[src/rtl/vm_pkg.sv]
// rtl/vm_pkg.sv - coin codes, coin value helper and change dispenser state type
package vm_pkg;

    localparam logic [2:0] COIN_NONE = 3'b000;
    localparam logic [2:0] COIN_5    = 3'b001;
    localparam logic [2:0] COIN_10   = 3'b010;
    localparam logic [2:0] COIN_20   = 3'b100;

    typedef enum logic [1:0] {
        IDLE = 2'd0,
        PICK = 2'd1,
        PAY  = 2'd2,
        DONE = 2'd3
    } chg_state_t;

    // Monetary value of a one-hot coin code; anything else is worth nothing.
    function automatic logic [7:0] coin_value(input logic [2:0] coin);
        case (coin)
            COIN_5:  coin_value = 8'd5;
            COIN_10: coin_value = 8'd10;
            COIN_20: coin_value = 8'd20;
            default: coin_value = 8'd0;
        endcase
    endfunction

endpackage

[src/rtl/change_dispenser_if.sv]
// rtl/change_dispenser_if.sv - request, coin handshake and status bundle of the change dispenser
interface change_dispenser_if;

    logic       req;
    logic [7:0] change_in;
    logic       coin_ack;
    logic       refill;
    logic       busy;
    logic [2:0] coin_out;
    logic       coin_valid;
    logic       done_pay;
    logic       short_pay;
    logic [7:0] remain;
    logic [2:0] stock_empty;

    modport master (
        output req, change_in, coin_ack, refill,
        input  busy, coin_out, coin_valid, done_pay, short_pay, remain, stock_empty
    );

    modport slave (
        input  req, change_in, coin_ack, refill,
        output busy, coin_out, coin_valid, done_pay, short_pay, remain, stock_empty
    );

endinterface

[src/rtl/chg_coin_picker.sv]
// rtl/chg_coin_picker.sv - greedy choice of the largest payable coin that is in stock
module chg_coin_picker
    import vm_pkg::*;
(
    input  logic [7:0] remain,
    input  logic [2:0] avail,
    output logic [2:0] coin
);

    // Largest denomination first; 000 when nothing fits or nothing is in stock.
    always_comb begin
        coin = COIN_NONE;
        if (remain >= 8'd20 && avail[2]) begin
            coin = COIN_20;
        end else if (remain >= 8'd10 && avail[1]) begin
            coin = COIN_10;
        end else if (remain >= 8'd5 && avail[0]) begin
            coin = COIN_5;
        end
    end

endmodule

[src/rtl/change_dispenser.sv]
// rtl/change_dispenser.sv - converts a change amount into a stream of one-hot coins (CHG_STOCK_EN: finite stock)
module change_dispenser
    import vm_pkg::*;
#(
    parameter int STOCK_W    = 4,
    parameter int INIT_STOCK = 8
) (
    input  logic                 clk,
    input  logic                 reset_n,
    change_dispenser_if.slave    bus
);

    chg_state_t state_q, state_d;
    logic [7:0] remain_q, remain_d;
    logic       busy_q, busy_d;
    logic [2:0] coin_q, coin_d;
    logic       valid_q, valid_d;
    logic       done_q, done_d;
    logic       short_q, short_d;
    logic [2:0] avail;
    logic [2:0] pick;
    logic       not_mult5;

`ifdef CHG_STOCK_EN
    localparam logic [STOCK_W-1:0] INIT_VAL = STOCK_W'(INIT_STOCK);

    logic [STOCK_W-1:0] stock_q [3];
    logic [STOCK_W-1:0] stock_d [3];
    logic [2:0]         empty;

    // A denomination is eligible only while its counter is non-zero.
    always_comb begin
        for (int i = 0; i < 3; i++) begin
            empty[i] = (stock_q[i] == '0);
        end
    end

    assign avail           = ~empty;
    assign bus.stock_empty = empty;
`else
    localparam int unused_stock_cfg = STOCK_W + INIT_STOCK;

    logic unused_refill;

    assign unused_refill   = bus.refill;
    assign avail           = 3'b111;
    assign bus.stock_empty = 3'b000;
`endif

    assign not_mult5 = ((remain_q % 8'd5) != 8'd0);

    chg_coin_picker u_picker (
        .remain (remain_q),
        .avail  (avail),
        .coin   (pick)
    );

    // State and registered outputs; reset drops any pending coin and reloads stock.
    always_ff @(posedge clk) begin
        if (!reset_n) begin
            state_q  <= IDLE;
            remain_q <= 8'd0;
            busy_q   <= 1'b0;
            coin_q   <= COIN_NONE;
            valid_q  <= 1'b0;
            done_q   <= 1'b0;
            short_q  <= 1'b0;
`ifdef CHG_STOCK_EN
            for (int i = 0; i < 3; i++) begin
                stock_q[i] <= INIT_VAL;
            end
`endif
        end else begin
            state_q  <= state_d;
            remain_q <= remain_d;
            busy_q   <= busy_d;
            coin_q   <= coin_d;
            valid_q  <= valid_d;
            done_q   <= done_d;
            short_q  <= short_d;
`ifdef CHG_STOCK_EN
            for (int i = 0; i < 3; i++) begin
                stock_q[i] <= stock_d[i];
            end
`endif
        end
    end

    // Next-state and next-output decisions for the payout sequence.
    always_comb begin
        state_d  = state_q;
        remain_d = remain_q;
        busy_d   = busy_q;
        coin_d   = coin_q;
        valid_d  = valid_q;
        done_d   = 1'b0;
        short_d  = short_q;
`ifdef CHG_STOCK_EN
        for (int i = 0; i < 3; i++) begin
            stock_d[i] = stock_q[i];
        end
`endif
        case (state_q)
            IDLE: begin
                busy_d = 1'b0;
`ifdef CHG_STOCK_EN
                if (bus.refill) begin
                    for (int i = 0; i < 3; i++) begin
                        stock_d[i] = INIT_VAL;
                    end
                end
`endif
                if (bus.req) begin
                    remain_d = bus.change_in;
                    busy_d   = 1'b1;
                    short_d  = 1'b0;
                    state_d  = PICK;
                end
            end
            PICK: begin
                if (remain_q == 8'd0) begin
                    done_d  = 1'b1;
                    short_d = 1'b0;
                    state_d = DONE;
                end else if (not_mult5 || pick == COIN_NONE) begin
                    // Unpayable amount or out of suitable coins: leftover stays in remain.
                    done_d  = 1'b1;
                    short_d = 1'b1;
                    state_d = DONE;
                end else begin
                    coin_d  = pick;
                    valid_d = 1'b1;
                    state_d = PAY;
                end
            end
            PAY: begin
                if (bus.coin_ack) begin
                    remain_d = remain_q - coin_value(coin_q);
`ifdef CHG_STOCK_EN
                    for (int i = 0; i < 3; i++) begin
                        if (coin_q[i] && stock_q[i] != '0) begin
                            stock_d[i] = stock_q[i] - 1'b1;
                        end
                    end
`endif
                    coin_d  = COIN_NONE;
                    valid_d = 1'b0;
                    state_d = PICK;
                end
            end
            DONE: begin
                busy_d  = 1'b0;
                state_d = IDLE;
            end
            default: begin
                state_d = IDLE;
            end
        endcase
    end

    assign bus.busy       = busy_q;
    assign bus.coin_out   = coin_q;
    assign bus.coin_valid = valid_q;
    assign bus.done_pay   = done_q;
    assign bus.short_pay  = short_q;
    assign bus.remain     = remain_q;

endmodule

[src/flat_wrapper.sv]
// flat-port wrapper written by rule: the top's interface ports become plain ports
module change_dispenser_flat import vm_pkg::*;
#(
    parameter int STOCK_W    = 4,
    parameter int INIT_STOCK = 8
)
  (clk, reset_n, bus_req, bus_change_in, bus_coin_ack, bus_refill, bus_busy, bus_coin_out, bus_coin_valid, bus_done_pay, bus_short_pay, bus_remain, bus_stock_empty);
  change_dispenser_if bus_i ();
  input  logic clk;
  input  logic reset_n;
  input wire logic [$bits(bus_i.req)-1:0] bus_req;
  input wire logic [$bits(bus_i.change_in)-1:0] bus_change_in;
  input wire logic [$bits(bus_i.coin_ack)-1:0] bus_coin_ack;
  input wire logic [$bits(bus_i.refill)-1:0] bus_refill;
  output wire logic [$bits(bus_i.busy)-1:0] bus_busy;
  output wire logic [$bits(bus_i.coin_out)-1:0] bus_coin_out;
  output wire logic [$bits(bus_i.coin_valid)-1:0] bus_coin_valid;
  output wire logic [$bits(bus_i.done_pay)-1:0] bus_done_pay;
  output wire logic [$bits(bus_i.short_pay)-1:0] bus_short_pay;
  output wire logic [$bits(bus_i.remain)-1:0] bus_remain;
  output wire logic [$bits(bus_i.stock_empty)-1:0] bus_stock_empty;
  assign bus_i.req = bus_req;
  assign bus_i.change_in = bus_change_in;
  assign bus_i.coin_ack = bus_coin_ack;
  assign bus_i.refill = bus_refill;
  assign bus_busy = bus_i.busy;
  assign bus_coin_out = bus_i.coin_out;
  assign bus_coin_valid = bus_i.coin_valid;
  assign bus_done_pay = bus_i.done_pay;
  assign bus_short_pay = bus_i.short_pay;
  assign bus_remain = bus_i.remain;
  assign bus_stock_empty = bus_i.stock_empty;
  change_dispenser #(.STOCK_W(STOCK_W), .INIT_STOCK(INIT_STOCK)) u_core (.clk(clk), .reset_n(reset_n), .bus(bus_i));
endmodule
[config.mk]
export PLATFORM = sky130hd
export DESIGN_NAME = change_dispenser_flat
export DESIGN_NICKNAME = d
export VERILOG_FILES = /design/src/rtl/vm_pkg.sv /design/src/rtl/change_dispenser_if.sv /design/src/rtl/chg_coin_picker.sv /design/src/rtl/change_dispenser.sv /design/src/flat_wrapper.sv
export SDC_FILE = /design/constraint.sdc
export NUM_CORES = 1
export LEC_CHECK = 0
export ABC_CLOCK_PERIOD_IN_PS = 4600
export BUFFER_PORTS_ARGS = -buffer_cell sky130_fd_sc_hd__buf_2
export CORE_UTILIZATION = 58
export DETAILED_ROUTE_END_ITERATION = 8
export PLACE_DENSITY = 0.84
export SLEW_MARGIN = 40
export SYNTH_ARGS = -nofsm -noshare
export SYNTH_HDL_FRONTEND = slang
export SYNTH_HIERARCHICAL = 1
export SYNTH_SLANG_ARGS = --single-unit
[constraint.sdc]
create_clock -name clk -period 4.6 [get_ports clk]
set_input_delay 0.69 -clock clk [delete_from_list [all_inputs] [get_ports clk]]
set_output_delay 0.69 -clock clk [all_outputs]
set_load 0.005 [all_outputs]
[Word level (Yosys, flattened, before mapping)]
Index checks and enable logic that the tools add are counted.
Storage, ports and cells
  register bits after elaboration: 17
  output and inout bits: 18
Operators by class
  $lt $le $gt $ge: 3
  add/subtract/negate cells: 1
  eq/ne operators: 11
  mux-type cells: 30
  divide/modulo/power cells: 1
  reductions and logical operators: 14
Operator list (number)
  2-to-1 mux 8 bit: 4
  case mux 8 bit (2 select lines): 1
  case mux 5 bit (3 select lines): 1
  2-to-1 mux 3 bit: 4
  2-to-1 mux 1 bit: 11
  greater-or-equal comparator 8 x 3 -> 1 bit (second input constant): 1
  greater-or-equal comparator 8 x 4 -> 1 bit (second input constant): 1
  greater-or-equal comparator 8 x 5 -> 1 bit (second input constant): 1
  zero test 8 bit: 1
  remainder unit 8 x 3 -> 8 bit (second input constant): 1
  2-to-1 mux 2 bit: 4
  != test 2 bit (second input constant): 4
  case mux 2 bit (4 select lines): 1
  nonzero test 2 bit: 4
  nonzero test 8 bit: 1
  subtractor 8 bit: 1
  case mux 1 bit (2 select lines): 3
  case mux 3 bit (2 select lines): 1
  AND reduction 3 bit: 2
  equality test 2 bit (second input constant): 2
  AND reduction 2 bit: 2
  AND reduction 4 bit: 1
  equality test 3 x 1 -> 1 bit (second input constant): 1
  equality test 3 x 2 -> 1 bit (second input constant): 1
  other kinds (6): 6

[Depth between registers and ports, before layout]
Gate-level depths: netlist (run 1).
  depth after elaboration: 9
  gate-level depth with buffers: 20
  depth with buffers taken out: 17

[Cells and area by module]
The synthesis (run 1) kept the hierarchy.
By module, submodules not included
  change_dispenser: cells an instance 287, area each 2112.0 µm², instances 1, sequential area each 340.3 µm²
  chg_coin_picker: cells an instance 10, area each 81.3 µm², instances 1, sequential area each 0.0 µm²

[Least setup slack after synthesis (run 1)]
Ideal clock, no wire load.
  path type: register to register
  start: register u_core.remain_q[6], in the netlist u_core/bus.remain[6]
  end: register u_core.coin_q[2], in the netlist u_core/bus.coin_out[2]
  required time: 4483 ps
  slack: 520 ps
  stages on the path, launching flop included: 21
  setup time: 117 ps
  arrival: 3963 ps
  cell sequence: dfxtp_1 buf_2 inv_1 ha_1 or2_2 clkbuf_1 nor4_2 o21ai_1 a311oi_2 o22ai_1 a21oi_1 ha_1 nor2_1 o221ai_1 o21ai_1 or3_1 o211ai_1 and4_1 buf_6 o21ai_1 a32o_1
Between the ends
  cells in the longest elaborated chain, start to end: 8
RTL lines
  from (decl): line change_dispenser.sv:14  | logic [7:0] remain_q, remain_d;
  from (signal assigned): line change_dispenser.sv:75  | remain_q <= remain_d;
  branches (longest 8 deep; another with remainder unit 8 x 3 -> 8 bit)
  to (signal assigned): line change_dispenser.sv:77  | coin_q <= coin_d;
  to (decl): line change_dispenser.sv:16  | logic [2:0] coin_q, coin_d;
Parallel ways; which one is timed is not known. The select of a mux whose other input is x is not followed.
A chain may end at the register's enable or synchronous reset.

[Final worst setup path (run 1)]
  start: register u_core.remain_q[6], in the netlist u_core/bus.remain[6]
  end: register u_core.valid_q, in the netlist u_core/bus.coin_valid
Between the ends
  cells in the longest elaborated chain, start to end: 8
RTL lines
  branches (longest 7 deep; another with remainder unit 8 x 3 -> 8 bit)
  AND reduction 4 bit (no source line) *
  to (signal assigned): line change_dispenser.sv:78  | valid_q <= valid_d;
  to (decl): line change_dispenser.sv:17  | logic valid_q, valid_d;
Every way passes the cells marked *.

==> summary.md, run 1 <==
| Metric | Value |
|---|---|
| Type of origin of the critical path | `flop` |
| RR Startpoint | `u_core/bus.remain[6]` |
| Worst r2r dst | `u_core/bus.coin_valid` |
| Worst path cell trace | `inv_1, ha_1, or3b_2, a211oi_1, a221oi_2, or2_4, o22ai_1, a21oi_1, ha_1, maj3_1, a221oi_1, nor2_1, o32ai_1, and4_1, buf_4, mux2i_1, o21ai_0` |
| Max_slew headroom | `approximately three fifths` |
| CTS Buf Count | `3` |
| Critical Path AT | `4.43 ns` |
| GPL Wtd Cong | `0.9432` |
| Int Power | `approximately 0.00065 W` |
| Largest net degree at the start of global routing | `18` |
| Chip height | `between 60 and 70 microns` |
| Synth-to-Final Area Change | `12.09%` |
| Synth Flop Type | `dfxtp_1` |
| Max-slew violations | `0` |
| Gr usage total | `a little under a third` |
| Fmax | `232.8 MHz` |
| Worst setup EP type | `flop` |
| Final Critical Period | `between 4 and 5 ns` |
| Clock Pin Slew Worst Setup and Hold Paths | `about 0.060 ns` |
| Peak supply drop | `between 0.0002 and 0.0003 V` |
| H-tree depth | `1` |
| Layout cells sized above 1 | `20.74%` |
| Combinational power share | `75.0%` |
| Synth Instances | `between 200 and 300` |
| Setup violators final | `0` |
| Final Hold Fails | `0` |
| Global-route wire length before repair | `~10000 microns` |
| Sequential share of power | `16.7%` |
| Clock Power Share | `under 10%` |
| Drc violations | `0` |
| Syn_area_per_cell | `~7.4 sq um` |
| CTS tree | `built` |
| Number of global-route vias before repair | `around 2,200` |
| Worst-Margin Slew | `~0.6 ns` |
| Max Cap Violations | `0` |
| Worst min path class | `flop to flop` |
| Final worst-path cycle share | `between 90% and 100%` |
| Cell variety after synth | `a little over 70` |
| Syn. warnings | `6` |
| Crit-path max cell delay | `0.55 ns` |
| Clk sinks | `17` |
| CP max stage cell | `or3b_2` |
| Ant. Diodes | `0` |
| Seq/Total Area, Yosys | `15.52%` |
| Status | `finished clean` |
| Crit path kind | `flop to flop` |
| Power Total | `approximately 0.0013 W` |
| Num rows | `21` |
| Crit. Startpoint | `u_core/bus.remain[6]` |
| Most frequent CP cell | `ha_1` |
| CP Capture Point | `u_core/bus.coin_valid` |
| I/O Pins | `31` |
| Setup Fix Bufs, Post-CTS | `0` |
| Reg2reg path depth | `17` |
| Routed WL | `approximately 5900 microns` |
| Ys async rst share | `0%` |
| Core ar. | `approximately 3500 sq um` |
| Later-pin clock latency in the skew report | `0.25 ns` |
| First-iteration detailed-routing DRC count | `~300` |
| Port bufs | `26` |
| CP Max Fanout | `8` |
| Total gr overflow | `0` |
| ANT nets after route | `0` |
| CP required | `4.74 ns` |
| NumNets Final | `352` |
| Die Area | `~4000 sq um` |
| Average wire per standard cell | `~16 microns` |
| Reg-to-reg slack, setup | `just over 0.3 ns` |
| Post-synth EDFFs | `0` |
| Leakage | `1.029 nW` |
| Hpwl dp | `approximately 4400 microns` |
| Final Cell Area | `approximately 2500 sq um` |
| Root buf cell | `clkbuf_8` |
| Placed Area | `approximately 2400 sq um` |
| Net Switching | `about 0.00066 W` |
| Total number of vias | `approximately 2,400` |
| Cell area after synthesis | `between 2000 and 2500 sq um` |
| Seq cells post-synth | `17` |
| Die Span X | `around 63 microns` |
| Initial Utilization | `approximately 63%` |
| DR vias/cell | `between 6 and 7` |
| Power Dens Cells | `533.4 nW/um^2` |
| Clock skew | `~0.0037 ns` |
| Initial antenna violation count | `0` |
| Clk buf depth | `2` |
| Drt pass-1 iters | `5` |
| Switch share | `between 50% and 60%` |
==> metal layers <==
layer | track usage [%] | vias to the layer above | routed length (microns)
met1 | 38.71 | 1117 | 2553
met2 | 51.73 | 134 | 2813
met3 | 1.812 | 27 | 375
met4 | 11.36 | 0 | 159
li1 | - | 1164 | -
met5 | 0 | - | 0
==> cell usage after synthesis, types with 6 or more instances <==
master	n	area share [%]
clkbuf_1	10	1.7
dfxtp_1	17	16
a211oi_1	8	2.7
buf_2	6	1.4
nand2_1	19	3.3
o21ai_0	17	3.9
a21oi_1	15	3.4
nand3_1	9	2.1
a211o_1	6	2.4
inv_1	14	2.4
ha_1	14	8.0
nor2_1	30	5.1
nor3_1	9	2.1
nor2b_1	10	2.9
nand2b_1	7	2.0
==> area by class of cell <==
| class | count | area (sq um) |
|---|---|---|
| well taps | 46 | 57.56 |
| inverters | 15 | 56.30 |
| flip-flops and latches | 17 | 340.3 |
| repair buffers | 38 | 220.2 |
| multi-input cells | 249 | 1739 |
| fillers | 291 | 1010 |
| clock buffers | 4 | 45.04 |
==> logic make-up after synthesis <==
kind of cell | Yosys count | synth area share, %
multiplexers | 4 | 1.826
XOR/XNOR | 4 | 1.598
AO/OA/AOI/OAI | 107 | 36.51
buffers and inverters | 35 | 7.188
adder cells (fa/ha/maj) | 16 | 9.356
other | 2 | 0.3424
AND/OR/NAND/NOR | 112 | 27.67
flip-flops | 17 | 15.52
==> stage by stage <==
step                utilization (%)  setup WS (ns)  std cells  TNS (ns)  hold WS (ns)
global route                  70.89       -0.01537        369  -0.01537        0.5422
finish                        70.89         0.3039        369         0        0.5007
CTS                           70.06         0.1592        369         0        0.4983
floorplan                         -         0.5199        301         0        0.4797
global placement              68.76         0.3047        365         0        0.4817
detailed placement            68.76         0.2000        365         0        0.4890
==> critical path, delay by kind of cell (launching register included) <==
kind / cells / cell delay, ns
DFF: 1 / 0.33
AOI/OAI and AO/OA: 7 / 1.33
adders and majority gates: 3 / 0.85
buffers and inverters: 2 / 0.29
muxes: 1 / 0.17
and+or+nand+nor: 4 / 1.22
==> state kept, by name (all words and copies together), names as in the netlist <==
name                   count
u_core/state_q             2
u_core/bus.coin_valid      1
u_core/bus.short_pay       1
u_core/bus.busy            1
u_core/bus.remain          8
u_core/bus.done_pay        1
u_core/bus.coin_out        3
==> cells in the final DEF, fill, tap and decap left out, types with 7 or more instances in the layout <==
master / instances
ha_1: 14
dfxtp_1: 17
nor2_1: 29
nand2b_1: 7
nand2_1: 19
buf_2: 26
nor3_1: 8
nand3_1: 9
o21ai_0: 17
nor2b_1: 10
inv_1: 14
a21oi_1: 15
a211oi_1: 8
buf_4: 12
==> what timing repair did <==
item | CTS | global route
setup endpoints to repair | 0 | 7
hold endpoints to repair | 0 | 0
hold buffers | 0 | 0
resized for setup | 0 | 5
==> power groups by stage <==
stage | clock, W | combinational, W | sequential [W]
after floorplan | 0 | 0.000736 | 0.000209
after global placement | 0 | 0.000909 | 0.000219
after detailed placement | 0 | 0.000935 | 0.000221
after CTS | 0.000111 | 0.000942 | 0.000218
after global routing | 0.000120 | 0.00107 | 0.000224
final | 0.000109 | 0.000983 | 0.000219
==> worst min-delay path by stage <==
stage                                from               endpoint  slack (ns)  depth (start not counted)
finish              u_core/bus.coin_valid  u_core/bus.coin_valid        0.50                          2
global route        u_core/bus.coin_valid  u_core/bus.coin_valid        0.54                          2
global placement    u_core/bus.coin_valid  u_core/bus.coin_valid        0.48                          2
detailed placement  u_core/bus.coin_valid  u_core/bus.coin_valid        0.49                          2
CTS                 u_core/bus.coin_valid  u_core/bus.coin_valid        0.50                          2
floorplan           u_core/bus.coin_valid  u_core/bus.coin_valid        0.48                          2
Note: power is estimated with default switching activity, not from simulation.
==> run 2: changes to the inputs <==
Settings changed: GPL_TIMING_DRIVEN set to 0.
==> run 2 against run 1 <==
Effect of this change:
- global-route usage rose by 0.86 points
- cell count rose by 1.9%
- total power rose by 1.2%
- clock-buffer cell count did not move
- clock skew barely moved
- largest cell class unchanged
==> summary.md, run 2 (same netlist as run 1, synthesis figures left out) <==
| Metric | Value |
|---|---|
| Later-pin clock latency in the skew report | `0.25 ns (about the same)` |
| Max Cap Violations | `0 (unchanged)` |
| Drc violations | `0 (unchanged)` |
| Die Area | `4032 sq um (unchanged)` |
| Commonest non-fill, non-tap cell in the layout | `buf_2 (was nor2_1)` |
| Clock skew | `0.004160 ns (was 0.003663 ns)` |
| Cell depth of the worst setup path | `18 (was 17)` |
| Post-place setup slack | `-0.2511 ns (was 0.2000 ns)` |
| Met1 WL | `2629 microns (was 2553 microns)` |
| Status | `finished clean (unchanged)` |
| Clock Pin Slew Worst Setup and Hold Paths | `0.07 ns (was 0.06 ns)` |
| Placed insts | `372 (was 365)` |
| GPL Wtd Cong | `0.9580 (was 0.9432)` |
| CP Max Fanout | `10 (was 8)` |
| CTS Hold Bufs | `0 (unchanged)` |
| I/O Pins | `31 (unchanged)` |
| Leakage | `1.039 nW (was 1.029 nW)` |
| Routed WL | `6102 microns (was 5901 microns)` |
| Clk buf depth | `2 (unchanged)` |
| Hpwl dp | `4488 microns (was 4362 microns)` |
| Drt pass-1 iters | `5 (unchanged)` |
| CTS tree | `built (unchanged)` |
| Crit path kind | `flop to flop (unchanged)` |
| Total gr overflow | `0 (unchanged)` |
| Area of the multi-input gates | `1773 sq um (was 1739 sq um)` |
| CTS Buf Count | `3 (unchanged)` |
| ANT nets after route | `0 (unchanged)` |
| Hold Slack | `0.5187 ns (was 0.5007 ns)` |
| Flip-flop and latch area | `342.8 sq um (was 340.3 sq um)` |
| Num rows | `21 (unchanged)` |
| Clk sinks | `17 (unchanged)` |
| Number of global-route vias before repair | `2,200 (was 2,170)` |
| Critical Path AT | `4.50 ns (was 4.43 ns)` |
| Setup violators final | `0 (unchanged)` |
| Synth-to-Final Area Change | `14.77% (was 12.09%)` |
| Max_slew headroom | `58.82% (was 60.91%)` |
| WL met3 | `349 microns (was 375 microns)` |
| CP required | `4.75 ns (was 4.74 ns)` |
| Most frequent CP cell | `ha_2 (was ha_1)` |
| CP max stage cell | `or3b_2 (unchanged)` |
| Largest net degree at the start of global routing | `14 (was 18)` |
| Global-route wire length before repair | `9936 microns (was 9963 microns)` |
| Crit path max-delay family | `compound AO/OA/AOI/OAI gates (unchanged)` |
| Worst min path class | `flop to flop (unchanged)` |
| Port bufs | `25 (was 26)` |
| H-tree depth | `1 (unchanged)` |
| NumNets Final | `359 (was 352)` |
| Die Span X | `63.50 microns (unchanged)` |
| Routed wl met2 | `2976 microns (was 2813 microns)` |
| Worst-Margin Slew | `0.6122 ns (was 0.5855 ns)` |
| Crit-path max cell delay | `0.52 ns (was 0.55 ns)` |
| Hold path cells | `2 (unchanged)` |
| Fmax | `229.9 MHz (was 232.8 MHz)` |
| Max-slew violations | `0 (unchanged)` |
| Worst setup EP type | `flop (unchanged)` |
| Ant. Diodes | `0 (unchanged)` |
| Chip height | `63.50 microns (unchanged)` |
| DR vias/cell | `6.402 (was 6.618)` |
| Gr usage total | `30.88% (was 30.02%)` |
| Final worst-path cycle share | `94.57% (was 93.39%)` |
| Most frequent cells in the layout | `29 x buf_2, 28 x nor2_1, 19 x nand2_1, 17 x o21ai_0, 15 x dfxtp_1 (was 29 x nor2_1, 26 x buf_2, 19 x nand2_1, 17 x o21ai_0, 17 x dfxtp_1)` |
| Max Used Layer | `met4 (unchanged)` |
| Max FFs per register | `8 (unchanged)` |
| Reg2reg path depth | `18 (was 17)` |
| Root buf cell | `clkbuf_8 (unchanged)` |
| Type of origin of the critical path | `flop (unchanged)` |
| Total number of vias | `2,407 (was 2,442)` |
| Number of fillers in the final layout | `292 (was 291)` |
| Core ar. | `3468 sq um (unchanged)` |
| Layout cells sized above 1 | `23.64% (was 20.74%)` |
| Power Dens Cells | `527.1 nW/um^2 (was 533.4 nW/um^2)` |
| Setup ws final | `0.2499 ns (was 0.3039 ns)` |
| Initial Utilization | `63.24% (unchanged)` |
| Initial antenna violation count | `0 (unchanged)` |
| Final Hold Fails | `0 (unchanged)` |
| Worst path cell trace | `buf_4, inv_1, ha_2, or3b_2, a211oi_1, a221oi_2, or2_4, o22ai_2, a21oi_2, ha_2, maj3_1, a221oi_1, nor2_1, o32ai_1, and4_1, buf_6, o21ai_1, a32o_1 (was inv_1, ha_1, or3b_2, a211oi_1, a221oi_2, or2_4, o22ai_1, a21oi_1, ha_1, maj3_1, a221oi_1, nor2_1, o32ai_1, and4_1, buf_4, mux2i_1, o21ai_0)` |
| Average wire per standard cell | `16.23 microns (was 15.99 microns)` |
| Final Critical Period | `4.350 ns (was 4.296 ns)` |
| First-iteration detailed-routing DRC count | `261 (was 295)` |
| Peak supply drop | `0.0003306 V (was 0.0002726 V)` |
| Non-Filler Instances | `376 (was 369)` |
| CP Buf/Inv Count | `3 (was 2)` |
| Setup total negative slack | `0 ns (unchanged)` |
==> run 2: through the flow <==
| step | instance area (sq um) | utilization, % | power [W] |
|---|---|---|---|
| floorplan | 2208 | - | 0.0009441 |
| global placement | 2391 | 68.94 | 0.001124 |
| detailed placement | 2391 | 68.94 | 0.001138 |
| CTS | 2476 | 71.39 | 0.001276 |
| global route | 2517 | 72.58 | 0.001439 |
| finish | 2517 | 72.58 | 0.001327 |
==> run 2: power by group <==
group	switching [W]	internal [W]
clock network	0.0000512	0.0000615
registers	0.0000381	0.000175
logic	0.000588	0.000413
total	0.000677	0.000650
==> run 2: final timing paths <==
path,startpoint,endpoint,slack [ns]
min reg2reg,u_core/bus.coin_valid,u_core/bus.coin_valid,0.52
min,u_core/bus.coin_valid,u_core/bus.coin_valid,0.52
max,u_core/bus.remain[6],u_core/bus.coin_out[1],0.25
max reg2reg,u_core/bus.remain[6],u_core/bus.coin_out[1],0.25
==> run 2: what timing repair did <==
action | in CTS | in global routing
gates resized for setup | 8 | 12
pin swaps | 1 | 1
setup buffers | 1 | 1
endpoints found under the setup margin | 6 | 7
==> run 2: layout make-up <==
type                            instances  area share [%]
Sequential cell                        17           13.62
Clock buffer                            4           1.789
Timing Repair Buffer                   27           5.567
Multi-Input combinational cell        249           70.43
Buffer                                 18           3.926
Inverter                               15           2.386
Tap cell                               46           2.286
==> run 2: worst reg2reg max path: cells and delay by family (launching register included) <==
family	cells	cell delay, ns
compound gates	8	1.49
simple gates	4	1.13
fa+ha+maj	3	0.77
buf+inv	3	0.46
flops	1	0.38
==> run 2: layer usage <==
metal  global-route usage, %  vias up
li1                        -     1170
met1                   39.76     1107
met2                   50.13      112
met3                   3.986       18
met4                   15.06        0
met5                       0        -
